[src/rtl/hd44780_read_operation_pkg.sv]
// Shared definitions for the HD44780 read strobe: FSM states, default bus timing
// at 12 MHz, and the busy-flag bit position on DB.
package hd44780_read_operation_pkg;

    typedef enum logic [2:0] {
        ST_IDLE,
        ST_SETUP,
        ST_E_HIGH,
        ST_E_LOW,
        ST_DONE
    } rd_state_e;

    localparam int T_AS_DEF     = 1;
    localparam int T_EH_DEF     = 3;
    localparam int T_EL_DEF     = 3;
    localparam int POLL_MAX_DEF = 255;
    localparam int BF_BIT       = 7;
    localparam int TMR_W        = 8;

endpackage

[src/rtl/hd44780_phase_timer.sv]
// Loadable down-counter shared by the SETUP / E_HIGH / E_LOW phases.
// Reloaded on every phase entry; 'expired' marks the last cycle of the phase.
module hd44780_phase_timer #(
    parameter int W = 8
) (
    input  logic         i_clk,
    input  logic         i_reset,
    input  logic         i_load,
    input  logic [W-1:0] i_val,
    output logic         o_expired
);

    logic [W-1:0] cnt_q;

    always_ff @(posedge i_clk or posedge i_reset) begin
        if (i_reset) begin
            cnt_q <= '0;
        end else if (i_load) begin
            cnt_q <= i_val;
        end else if (cnt_q > W'(1)) begin
            cnt_q <= cnt_q - W'(1);
        end
    end

    assign o_expired = (cnt_q == W'(1));

endmodule

[src/rtl/hd44780_read_operation.sv]
// One RW=1 bus cycle to an HD44780 (status or data read), with optional busy-flag
// polling. Outputs are registered one cycle behind the FSM state.
module hd44780_read_operation
    import hd44780_read_operation_pkg::*;
#(
    parameter int T_AS_CYC = T_AS_DEF,
    parameter int T_EH_CYC = T_EH_DEF,
    parameter int T_EL_CYC = T_EL_DEF,
    parameter bit FOUR_BIT = 1'b0,
    parameter int POLL_MAX = POLL_MAX_DEF
) (
    input  logic       i_clk,
    input  logic       i_reset,
    input  logic       i_start,
    input  logic       i_rs,
    input  logic       i_poll,
    input  logic [7:0] i_db,
    output logic       o_rs,
    output logic       o_rw,
    output logic       o_e,
    output logic       o_bus_rel,
    output logic       o_busy,
    output logic [7:0] o_data,
    output logic       o_done,
    output logic       o_timeout
);

    localparam logic [7:0] POLL_LAST = 8'(POLL_MAX - 1);

    rd_state_e        state_q, state_d;
    logic             rs_q, poll_q, nib_q;
    logic [7:0]       data_q, poll_cnt_q;
    logic             rs_out_q, rw_q, e_q, rel_q, busy_q, done_q, to_q;
    logic [7:0]       dout_q;

    logic             tmr_ld, tmr_exp;
    logic [TMR_W-1:0] tmr_val;
    logic             start_ok, nib_more, poll_more;

    // busy_q lags the state by a cycle, so the DONE-cycle request is also refused
    assign start_ok  = i_start && (state_q == ST_IDLE) && !busy_q;
    assign nib_more  = FOUR_BIT && nib_q;
    assign poll_more = poll_q && data_q[BF_BIT] && (poll_cnt_q < POLL_LAST);

    hd44780_phase_timer #(.W(TMR_W)) u_timer (
        .i_clk     (i_clk),
        .i_reset   (i_reset),
        .i_load    (tmr_ld),
        .i_val     (tmr_val),
        .o_expired (tmr_exp)
    );

    always_comb begin
        state_d = state_q;
        tmr_ld  = 1'b0;
        tmr_val = TMR_W'(T_AS_CYC);
        case (state_q)
            ST_IDLE: if (start_ok) begin
                state_d = ST_SETUP;
                tmr_ld  = 1'b1;
            end
            ST_SETUP: if (tmr_exp) begin
                state_d = ST_E_HIGH;
                tmr_ld  = 1'b1;
                tmr_val = TMR_W'(T_EH_CYC);
            end
            ST_E_HIGH: if (tmr_exp) begin
                state_d = ST_E_LOW;
                tmr_ld  = 1'b1;
                tmr_val = TMR_W'(T_EL_CYC);
            end
            ST_E_LOW: if (tmr_exp) begin
                if (nib_more || poll_more) begin
                    state_d = ST_E_HIGH;
                    tmr_ld  = 1'b1;
                    tmr_val = TMR_W'(T_EH_CYC);
                end else begin
                    state_d = ST_DONE;
                end
            end
            ST_DONE: state_d = ST_IDLE;
            default: state_d = ST_IDLE;
        endcase
    end

    always_ff @(posedge i_clk or posedge i_reset) begin
        if (i_reset) begin
            state_q    <= ST_IDLE;
            rs_q       <= 1'b0;
            poll_q     <= 1'b0;
            nib_q      <= 1'b0;
            data_q     <= 8'h00;
            poll_cnt_q <= 8'h00;
            rs_out_q   <= 1'b0;
            rw_q       <= 1'b0;
            e_q        <= 1'b0;
            rel_q      <= 1'b0;
            busy_q     <= 1'b0;
            done_q     <= 1'b0;
            to_q       <= 1'b0;
            dout_q     <= 8'h00;
        end else begin
            state_q <= state_d;
            busy_q  <= (state_q != ST_IDLE);
            rw_q    <= (state_q != ST_IDLE);
            rel_q   <= (state_q != ST_IDLE);
            e_q     <= (state_q == ST_E_HIGH);
            done_q  <= (state_q == ST_DONE);
            to_q    <= (state_q == ST_DONE) && poll_q && data_q[BF_BIT];

            case (state_q)
                ST_IDLE: if (start_ok) begin
                    rs_q       <= i_rs && !i_poll;
                    poll_q     <= i_poll;
                    nib_q      <= 1'b0;
                    poll_cnt_q <= 8'h00;
                end
                ST_SETUP: rs_out_q <= rs_q;
                ST_E_HIGH: if (tmr_exp) begin
                    // 4-bit mode: both nibbles arrive on DB[7:4]
                    if (!FOUR_BIT)   data_q      <= i_db;
                    else if (!nib_q) data_q[7:4] <= i_db[7:4];
                    else             data_q[3:0] <= i_db[7:4];
                    if (FOUR_BIT) nib_q <= !nib_q;
                end
                ST_E_LOW: if (tmr_exp && !nib_more && poll_more) begin
                    poll_cnt_q <= poll_cnt_q + 8'h01;
                end
                ST_DONE: dout_q <= data_q;
                default: ;
            endcase
        end
    end

    assign o_rs      = rs_out_q;
    assign o_rw      = rw_q;
    assign o_e       = e_q;
    assign o_bus_rel = rel_q;
    assign o_busy    = busy_q;
    assign o_data    = dout_q;
    assign o_done    = done_q;
    assign o_timeout = to_q;

endmodule

[config.mk]
export PLATFORM = sky130hd
export DESIGN_NAME = hd44780_read_operation
export DESIGN_NICKNAME = d
export VERILOG_FILES = /design/src/rtl/hd44780_read_operation_pkg.sv /design/src/rtl/hd44780_phase_timer.sv /design/src/rtl/hd44780_read_operation.sv
export SDC_FILE = /design/constraint.sdc
export NUM_CORES = 1
export LEC_CHECK = 0
export CORE_ASPECT_RATIO = 1.2
export CORE_MARGIN = 2
export CORE_UTILIZATION = 54
export CTS_CLUSTER_SIZE = 20
export DETAILED_ROUTE_END_ITERATION = 7
export PLACE_DENSITY = 0.79
export SKIP_LAST_GASP = 1
export SLEW_MARGIN = 40
export SYNTH_ARGS = -nofsm -noshare
export SYNTH_HDL_FRONTEND = slang
export SYNTH_SLANG_ARGS = --single-unit
export TNS_END_PERCENT = 20
[constraint.sdc]
create_clock -name i_clk -period 2.13 [get_ports i_clk]
set_clock_uncertainty 0.1 [all_clocks]
set_input_delay 0.426 -clock i_clk [delete_from_list [all_inputs] [get_ports i_clk]]
set_output_delay 0.426 -clock i_clk [all_outputs]
set_load 0.02 [all_outputs]
==> results of run 1 <==
metrics by stage:
stage	hold WS [ns]	std cells	cell area, um^2
finish	0.3986	254	2507
global route	0.4313	254	2507
CTS	0.4083	252	2492
detailed placement	0.3908	244	2350
global placement	0.3789	244	2350
floorplan	0.3331	179	2026
metal layers:
layer / vias to the layer above / global-route usage (%)
li1: 719 / -
met3: 8 / 4.753
met2: 37 / 35.63
met4: 0 / 7.407
met1: 720 / 24.70
met5: - / 0
power by group through the flow:
| stage | clock network [mW] | registers [mW] | logic [mW] |
|---|---|---|---|
| 2_1_floorplan | 0 | 1.45 | 0.841 |
| 3_3_place_gp | 0 | 1.42 | 1.25 |
| 3_5_place_dp | 0 | 1.45 | 1.30 |
| 4_1_cts | 0.778 | 1.43 | 1.30 |
| 5_1_grt | 0.811 | 1.50 | 1.43 |
| 6_report | 0.762 | 1.44 | 1.31 |
cell usage in the layout, fill, tap and decap left out, types with 2 or more instances in the layout:
master           netlist  final
mux2_2                17     17
clkbuf_8               1      6
nor3b_1                3      3
nand2b_1               2      2
o211ai_1               4      4
o31ai_1                3      3
a211oi_1               3      3
or4_1                  4      4
nor2_1                11     11
a21oi_1                9      9
bufinv_16              0      2
mux2i_1                4      4
inv_1                  5      5
nand2_1               17     17
or4_2                  2      2
nand4_1                3      3
nand3b_1               2      2
ha_1                   3      3
nor4_1                 2      2
buf_4                  2     10
clkdlybuf4s50_1        0     27
nand3_1                5      5
nor3_1                 4      4
and3_1                 5      5
dfrtp_1               42     42
flip-flops by register name (all words and copies together), names as in the netlist:
name and flops:
data_q 8, o_busy 1, o_data 8, o_done 1, o_e 1, o_rs 1
o_timeout 1, poll_cnt_q 8, poll_q 1, rs_q 1, state_q 3, u_timer.cnt_q 8
worst min-delay path, delay by kind of cell, from the launching register on:
family	cells	cell delay, ns
DFF	1	0.36
and+or+nand+nor	2	0.11
area by class of cell:
| type | instances | area [um^2] | share of cell area (%) |
|---|---|---|---|
| timing repair buffer | 37 | 345.3 | 13.77 |
| multi-input combinational | 123 | 900.9 | 35.93 |
| sequential | 42 | 1051 | 41.92 |
| tap | 39 | 48.80 | 1.946 |
| inverter | 5 | 18.77 | 0.7485 |
| clock inverter | 2 | 60.06 | 2.395 |
| clock buffer | 6 | 82.58 | 3.293 |
worst paths after layout:
| kind | startpoint | end | slack [ns] | cells past startpoint |
|---|---|---|---|---|
| setup / recovery | u_timer.cnt_q[1] | poll_cnt_q[5] | 0.14 | 7 |
| max in group asynchronous | i_reset | o_busy | 1.12 | 3 |
| hold / removal | rs_q | rs_q | 0.40 | 2 |
| hold reg to reg | rs_q | rs_q | 0.40 | 2 |
| min in group asynchronous | i_reset | state_q[0] | 0.45 | 3 |
| setup reg to reg | u_timer.cnt_q[1] | poll_cnt_q[5] | 0.14 | 7 |
cells by family after synthesis:
kind of cell	synth area share (%)
xor gates and xnor gates	0.8649
buffers and inverters	3.644
DFF	51.88
muxes	11.43
AOI/OAI and AO/OA	8.833
adders and majority gates	1.853
and+or+nand+nor	21.50
==> metrics.yaml, run 1 <==
die:
  core-area_um2: 3603
  num_rows: 24
  ios: 28
  die_area_um2: 4259
  die_w_um: 59.91
  initial_core_util_pct: 56.22
  die_h_um: 71.10
power:
  power_mw: 3.507
  clkPwrFrac_pct: 21.7
  cellInternalPower_mw: 2.294
  swShare_pct: 34.58
  pwr-share-seq_pct: 41.0
  vdd_drop_max_mv: 0.7977
  powerDensity_nw_per_um2: 1398
  p_switching_mw: 1.212
  leakage_nw: 1.086
  p_comb_share_pct: 37.3
min_path:
  hp-class: "flip-flop to flip-flop"
drt:
  route.met3.wl_um: 175
  vias: 1484
  avgViaCountPerCell: 5.843
  dr.max_layer_used: "met4"
  antenna_left: 0
  dr_wl_met2_um: 2061
  wl_um: 3846
  drt_first_pass_iters: 4
  dr.first_iter.drc_count: 96
  drc: 0
  routedWlPerCell_um: 15.14
  met1_length_um: 1543
synthesis:
  yosys_warnings: 0
  synth-async-reset-ratio_pct: 100.0
  synth.net_count: 195
  synth_edf_count: 0
  synth_seq_cells: 42
  synth_cell_types: 46
  synth_top_area_cell: "dfrtp_1"
  ys.flop_type: "dfrtp_1"
  yosys.area.top_type_share_pct: 51.88
  synthTopCellsByCount: "dfrtp_1, mux2_2, nand2_1"
  synth_area_leaders: "dfrtp_1, mux2_2, nand2_1, a21oi_1, nor2_1"
  yosysMostFrequentCell: "dfrtp_1"
  syn_area_per_cell_um2: 11.32
  synth_cells: 179
  synth_area_um2: 2026
  ys_seq_area_share_pct: 51.88
critical_path:
  crit_type: "flip-flop to flip-flop"
  path_max_fanout: 10
  crit_buf_inv: 2
  cp-end-kind: "flip-flop"
  slowest_delay_ns: 0.49
  path_cells: "inv_1 > ha_1 > nor4b_4 > buf_4 > nand3_4 > or4_1 > a21oi_1"
  arrival_ns: 2.11
  path_delay_family: "simple AND/OR/NAND/NOR gates"
  cpMaxStageDelayCell: "or4_1"
  worstPathRequired_ns: 2.24
  start_kind: "flip-flop"
clocking:
  cts_hold_buf: 0
  postCtsSetupBuffers: 0
  cts_sinks: 42
  htreeDepth: 2
  clockBufferDepth: 2
  cts_made_buffers: 5
  root_buffer: "clkbuf_8"
  cts_tree: "built"
  cts.clk_slew.worst_paths_ns: 0.08
  clk_latency_ns: 0.29
  cts-resized-gates: 0
sta:
  report.final.slew_viol_count: 0
  tightest_slew_ns: 0.5046
  finalSetupTns_ns: 0
  hold_viol_final: 0
  worst_slack_ns: 0.1360
  fin_crit_sh_pct: 93.62
  relSlewSlack_pct: 66.36
  period_minus_slack_ns: 1.994
  max_clock_freq_mhz: 501.5
  setup_violations: 0
  rsz0062_at_grt: "no"
global_route:
  grt_pass1_wl_um: 6699
  track_usage_pct: 20.68
  grt_max_degree: 43
  grt_pass1_vias: 1507
  overflow: 0
  antenna_found_initial: 0
cells_and_area:
  fillers: 265
  area_delta_synth_final_pct: 23.78
  fin_nets: 230
  final_core_util_pct: 69.58
  drive_gt1_share_pct: 22.79
  antenna_cells: 0
place:
  routabilityCongestion: 0.8883
  pre_cts_slack_ns: 0.04160
  port_buffers: 27
  dp_hpwl_um: 2851
status:
  status: "complete, no violations"
job:
  cap_violations: 0
(Power assumes the default switching activity.)
==> run 2, diff against run 1 <==
--- a/config.mk
+++ b/config.mk
@@ -15,5 +15,6 @@
 export SLEW_MARGIN = 40
 export SYNTH_ARGS = -nofsm -noshare
 export SYNTH_HDL_FRONTEND = slang
+export SYNTH_HIERARCHICAL = 1
 export SYNTH_SLANG_ARGS = --single-unit
 export TNS_END_PERCENT = 20
==> run 2 against run 1 <==
Sequential share of layout area grew 0.56 points. Sequential power shrank 13%. Register-to-register slack lost 0.05 ns. Setup slack lost 0.049 ns. First-iteration DRC count shrank 4.2%. Critical path depth is the same. Clock-buffer cell count is the same. Design area shrank 1.2%. Maximum frequency shrank 2.4%. Via count grew 2.1%. Core utilization shrank 0.83 points. Synthesized cell count grew 0.56%. Largest cell class unchanged.
==> metrics.yaml, run 2 <==
drt:
  dr.first_iter.drc_count: 92  # -4.2%
  drt_first_pass_iters: 4  # unchanged
  drc: 0  # unchanged
  wl_um: 3972  # +3.3%
  vias: 1515  # +2.1%
  antenna_left: 0  # unchanged
  routedWlPerCell_um: 15.28  # +0.89%
  avgViaCountPerCell: 5.827  # -0.27%
synthesis:
  yosys.area.top_type_share_pct: 52.43  # +0.55 points
  yosys_warnings: 6  # +6
  ys.flop_type: "dfrtp_1"
  yosysMostFrequentCell: "dfrtp_1"
  synth_area_um2: 2004  # -1.1%
  synth_edf_count: 0  # unchanged
  ys_seq_area_share_pct: 52.43  # +0.55 points
  synth_area_leaders: "dfrtp_1, mux2_2, nor3_1, nand2_1, nand3_1"
  synth_cell_types: 43  # -6.5%
  synth_cells: 180  # +0.56%
  synthTopCellsByCount: "dfrtp_1, mux2_2, nand2_1"
  synth_seq_cells: 42  # unchanged
  synth-async-reset-ratio_pct: 100.0  # unchanged
  synth_top_area_cell: "dfrtp_1"
  syn_area_per_cell_um2: 11.14  # -1.6%
critical_path:
  crit_type: "flip-flop to flip-flop"
  rrSetupSlack_ns: 0.09  # -0.05 ns
  worstPathRequired_ns: 2.24  # about the same
  critical_path.startpoint: "u_timer/cnt_q[7]"
  path_max_fanout: 6  # -4
  rr_startpoint: "u_timer/cnt_q[7]"
  rr_endpoint: "poll_cnt_q[5]"
  start_kind: "flip-flop"
  cp-end-kind: "flip-flop"
  reg2reg_depth: 7  # unchanged
  arrival_ns: 2.15  # +0.04 ns
clocking:
  cts_sinks: 42  # unchanged
  clockBufferDepth: 2  # unchanged
  cts_tree: "built"
  clk_latency_ns: 0.30  # about the same
  htreeDepth: 2  # unchanged
  cts_made_buffers: 5  # unchanged
  root_buffer: "clkbuf_8"
  cts_hold_buf: 0  # unchanged
  cts.clk_slew.worst_paths_ns: 0.09  # about the same
sta:
  max_clock_freq_mhz: 489.5  # -2.4%
  fin_crit_sh_pct: 95.91  # +2.3 points
  report.final.slew_viol_count: 0  # unchanged
  rsz0062_at_grt: "yes"
  finalSetupTns_ns: 0  # unchanged
  period_minus_slack_ns: 2.043  # +0.04893 ns
  setup_violations: 0  # unchanged
  hold_viol_final: 0  # unchanged
die:
  ios: 28  # unchanged
  core-area_um2: 3603  # unchanged
  num_rows: 24  # unchanged
  initial_core_util_pct: 55.62  # -0.59 points
  die_h_um: 70.74  # -0.50%
  die_w_um: 59.62  # -0.49%
  die_area_um2: 4217  # -0.99%
place:
  place_inst: 252  # +3.3%
  port_buffers: 27  # unchanged
  routabilityCongestion: 0.8732  # -1.7%
  dp_hpwl_um: 2896  # +1.6%
power:
  vdd_drop_max_mv: 0.6961  # -13%
  power_mw: 2.809  # -20%
  powerDensity_nw_per_um2: 1134  # -19%
  leakage_nw: 1.096  # +0.85%
global_route:
  antenna_found_initial: 0  # unchanged
  grt_pass1_vias: 1602  # +6.3%
  grt_pass1_wl_um: 7010  # +4.6%
  overflow: 0  # unchanged
  track_usage_pct: 21.51  # +0.83 points
  grt_max_degree: 35  # -19%
status:
  status: "complete, no violations"
cells_and_area:
  area_delta_synth_final_pct: 23.60
  final_cell_mix: "dfrtp_1, clkdlybuf4s50_1, mux2_2"
  layout_commonest_cell: "dfrtp_1"
  final_cells: 260  # +2.4%
  final_core_util_pct: 68.75  # -0.83 points
  antenna_cells: 0  # unchanged
  fin_nets: 236  # +2.6%
  drive_gt1_share_pct: 20.81  # -2.0 points
min_path:
  hp-class: "input port to asynchronous set/reset pin"
job:
  cap_violations: 0  # unchanged
## run 2: worst max-delay path, stage by stage, from the launching register on
cell      delay, ns
dfrtp_1        0.41
nor3_1         0.26
and3_2         0.28
and2_0         0.17
buf_4          0.15
o2111a_2       0.27
a41oi_1        0.13
a31oi_1        0.18
## run 2: how the worst max path moves through the flow
| stage | to | slack (ns) | cells after the start |
|---|---|---|---|
| CTS | data_q[1] | 0.004 | 5 |
| floorplan | data_q[0] | 0.06 | 6 |
| global placement | u_timer/cnt_q[6] | -0.01 | 7 |
| detailed placement | u_timer/cnt_q[6] | -0.06 | 7 |
| finish | poll_cnt_q[5] | 0.09 | 7 |
| global route | poll_cnt_q[5] | -0.05 | 7 |
## run 2: through the flow
stage	hold slack (ns)	instance area [um^2]	setup slack, ns
after floorplan	0.1417	2027	0.06233
after CTS	0.3055	2467	0.003665
after detailed placement	0.3671	2357	-0.05861
final	0.2948	2477	0.08702
after global routing	0.3177	2477	-0.05156
after global placement	0.3593	2357	-0.01052
## run 2: area by class of cell
cell class / instances / area [um^2]
tap: 39 / 48.80
clock buffer: 6 / 72.57
inverter: 7 / 26.28
clock inverter: 2 / 37.54
sequential: 42 / 1052
timing repair buffer: 36 / 337.8
fill: 277 / 1126
multi-input combinational: 128 / 902.1
## run 2: timing repair
action	in CTS	in global routing
hold endpoints to repair	0	0
resized for setup	0	5
setup endpoints to repair	0	19
setup buffers	0	0
## run 2: report_power, final
group / internal [mW] / switching [mW] / total, mW
combinational: 0.438 / 0.490 / 0.929
clock: 0.350 / 0.276 / 0.625
sequential: 1.00 / 0.252 / 1.26
## run 2: metal layers
metal  routed length (um)  vias to the layer above  global-route usage, %
met1                 1711                      735                  26.80
met5                    0                        -                      0
met4                   58                        0                  7.901
met3                  187                        5                  4.753
li1                     -                      729                      -
met2                 2015                       46                  36.14
## run 2: logic make-up after synthesis
| family | count (synthesis) | share of synthesized area [%] |
|---|---|---|
| AOI/OAI and AO/OA | 35 | 12.86 |
| xor gates and xnor gates | 2 | 0.8741 |
| adders and majority gates | 3 | 1.873 |
| buffers and inverters | 15 | 4.119 |
| DFF | 42 | 52.43 |
| muxes | 18 | 10.11 |
| other | 2 | 0.3747 |
| and+or+nand+nor | 63 | 17.35 |
==> run 3, diff against run 2 <==
--- a/config.mk
+++ b/config.mk
@@ -11,7 +11,6 @@
 export CTS_CLUSTER_SIZE = 20
 export DETAILED_ROUTE_END_ITERATION = 7
 export PLACE_DENSITY = 0.79
-export SKIP_LAST_GASP = 1
 export SLEW_MARGIN = 40
 export SYNTH_ARGS = -nofsm -noshare
 export SYNTH_HDL_FRONTEND = slang
==> run 3 against run 2 <==
First-iteration DRC count shrank 30%. Design area grew 0.40%. Hold slack gained 0.0027 ns. Largest power group unchanged. Core utilization grew 0.28 points. Via count is the same. Non-clock buffer count is the same. Highest routed layer unchanged. Flip-flop and latch count is the same.
==> metrics.yaml, run 3 (synthesis gave the netlist of run 2 again) <==
die:
  die_w_um: 59.62  # unchanged
  initial_core_util_pct: 55.62  # unchanged
  ios: 28  # unchanged
  die_area_um2: 4217  # unchanged
  die_h_um: 70.74  # unchanged
  core-area_um2: 3603  # unchanged
  num_rows: 24  # unchanged
global_route:
  grt_pass1_vias: 1602  # unchanged
  track_usage_pct: 21.51  # unchanged
  grt_pass1_wl_um: 7010  # unchanged
  grt_max_degree: 35  # unchanged
  overflow: 0  # unchanged
  antenna_found_initial: 0  # unchanged
clocking:
  clockBufferDepth: 2  # unchanged
  postCtsSetupBuffers: 0  # unchanged
  clk_latency_ns: 0.30  # about the same
  cts_sinks: 42  # unchanged
  cts_made_buffers: 5  # unchanged
  cts.clk_slew.worst_paths_ns: 0.08  # about the same
  root_buffer: "clkbuf_8"
  cts_tree: "built"
  htreeDepth: 2  # unchanged
  cts-resized-gates: 0  # unchanged
  cts_hold_buf: 0  # unchanged
power:
  pwr-share-seq_pct: 44.7  # about the same
  swShare_pct: 36.41  # +0.19 points
  vdd_drop_max_mv: 0.6944  # -0.24%
  leakage_nw: 1.094  # -0.14%
  powerDensity_nw_per_um2: 1137  # +0.27%
  p_comb_share_pct: 33.3  # +0.2 points
  p_switching_mw: 1.030  # +1.2%
  cellInternalPower_mw: 1.798  # +0.38%
  clkPwrFrac_pct: 22.0  # -0.3 points
critical_path:
  crit_type: "flip-flop to flip-flop"
  worstPathRequired_ns: 2.24  # about the same
  cp-end-kind: "flip-flop"
  arrival_ns: 2.11  # -0.04 ns
  start_kind: "flip-flop"
  path_max_fanout: 6  # unchanged
sta:
  period_minus_slack_ns: 2.006  # -0.03680 ns
  hold_slack_ns: 0.2976  # +0.002717 ns
  fin_crit_sh_pct: 94.19  # -1.7 points
  setup_violations: 0  # unchanged
  finalSetupTns_ns: 0  # unchanged
  worst_slack_ns: 0.1238  # +0.03680 ns
  max_clock_freq_mhz: 498.5  # +1.8%
  report.final.slew_viol_count: 0  # unchanged
  hold_viol_final: 0  # unchanged
place:
  place_inst: 252  # unchanged
  routabilityCongestion: 0.8732  # unchanged
  pre_cts_slack_ns: -0.05861  # unchanged
  port_buffers: 27  # unchanged
  dp_hpwl_um: 2896  # unchanged
drt:
  routedWlPerCell_um: 15.45  # +1.2%
  avgViaCountPerCell: 5.827  # unchanged
  drc: 0  # unchanged
  drt_first_pass_iters: 4  # unchanged
  wl_um: 4018  # +1.2%
  vias: 1515  # unchanged
  dr.first_iter.drc_count: 64  # -30%
  antenna_left: 0  # unchanged
status:
  status: "complete, no violations"
cells_and_area:
  drive_gt1_share_pct: 21.72  # +0.90 points
  fin_nets: 236  # unchanged
  layout_commonest_cell: "dfrtp_1"
  final_core_util_pct: 69.03  # +0.28 points
  antenna_cells: 0  # unchanged
  final_cells: 260  # unchanged
  area_delta_synth_final_pct: 24.10
  final_cell_mix: "dfrtp_1, clkdlybuf4s50_1, mux2_2"
min_path:
  hp-class: "input port to asynchronous set/reset pin"
job:
  cap_violations: 0  # unchanged
==> run 3: cell counts in the layout (fill, tap and decap cells not counted) <==
Identical to the previous run, type by type.
==> run 3: worst paths after layout <==
path                                  start                to  slack [ns]  cells after the start
setup reg to reg           u_timer/cnt_q[1]     poll_cnt_q[5]        0.12                      8
hold / removal                      i_reset  u_timer/cnt_q[5]        0.30                      2
setup / recovery           u_timer/cnt_q[1]     poll_cnt_q[5]        0.12                      8
min in group i_clk                     rs_q              rs_q        0.38                      2
hold reg to reg                        rs_q              rs_q        0.38                      2
max in group asynchronous           i_reset              o_rs        1.19                      3
==> run 3: area by class of cell <==
class	count	area, um^2
fillers	278	1116
well taps	39	48.80
inverters	7	26.28
multi-input cells	128	910.9
clock buffers	6	72.57
repair buffers	36	337.8
clock inverters	2	37.54
flip-flops and latches	42	1054
==> run 3: stage by stage <==
step / instance area (um^2) / power [mW]
floorplan: 2027 / 1.895
global placement: 2357 / 2.092
detailed placement: 2357 / 2.170
CTS: 2467 / 2.801
global route: 2487 / 3.028
finish: 2487 / 2.828
==> run 3: metal layers <==
layer / share of wire, % / up-vias / track usage, % / routed length, um
li1: - / 729 / - / -
met1: 43 / 742 / 26.80 / 1739
met2: 51 / 39 / 36.14 / 2051
met3: 4.2 / 5 / 4.753 / 170
met4: 1.4 / 0 / 7.901 / 58
met5: 0 / - / 0 / 0
==> run 3: power by group through the flow <==
stage	clock, mW	sequential [mW]	combinational, mW
global placement	0	1.23	0.860
CTS	0.633	1.24	0.927
global route	0.667	1.31	1.05
floorplan	0	1.20	0.692
finish	0.621	1.26	0.942
detailed placement	0	1.25	0.921
==> run 3: critical path: stages, from the launching register on <==
cell and delay [ns]:
dfrtp_1 0.44, inv_1 0.10, ha_1 0.18, and3_4 0.22, and2_0 0.16, buf_4 0.15
o2111a_2 0.27, a41oi_1 0.13, a31oi_1 0.18
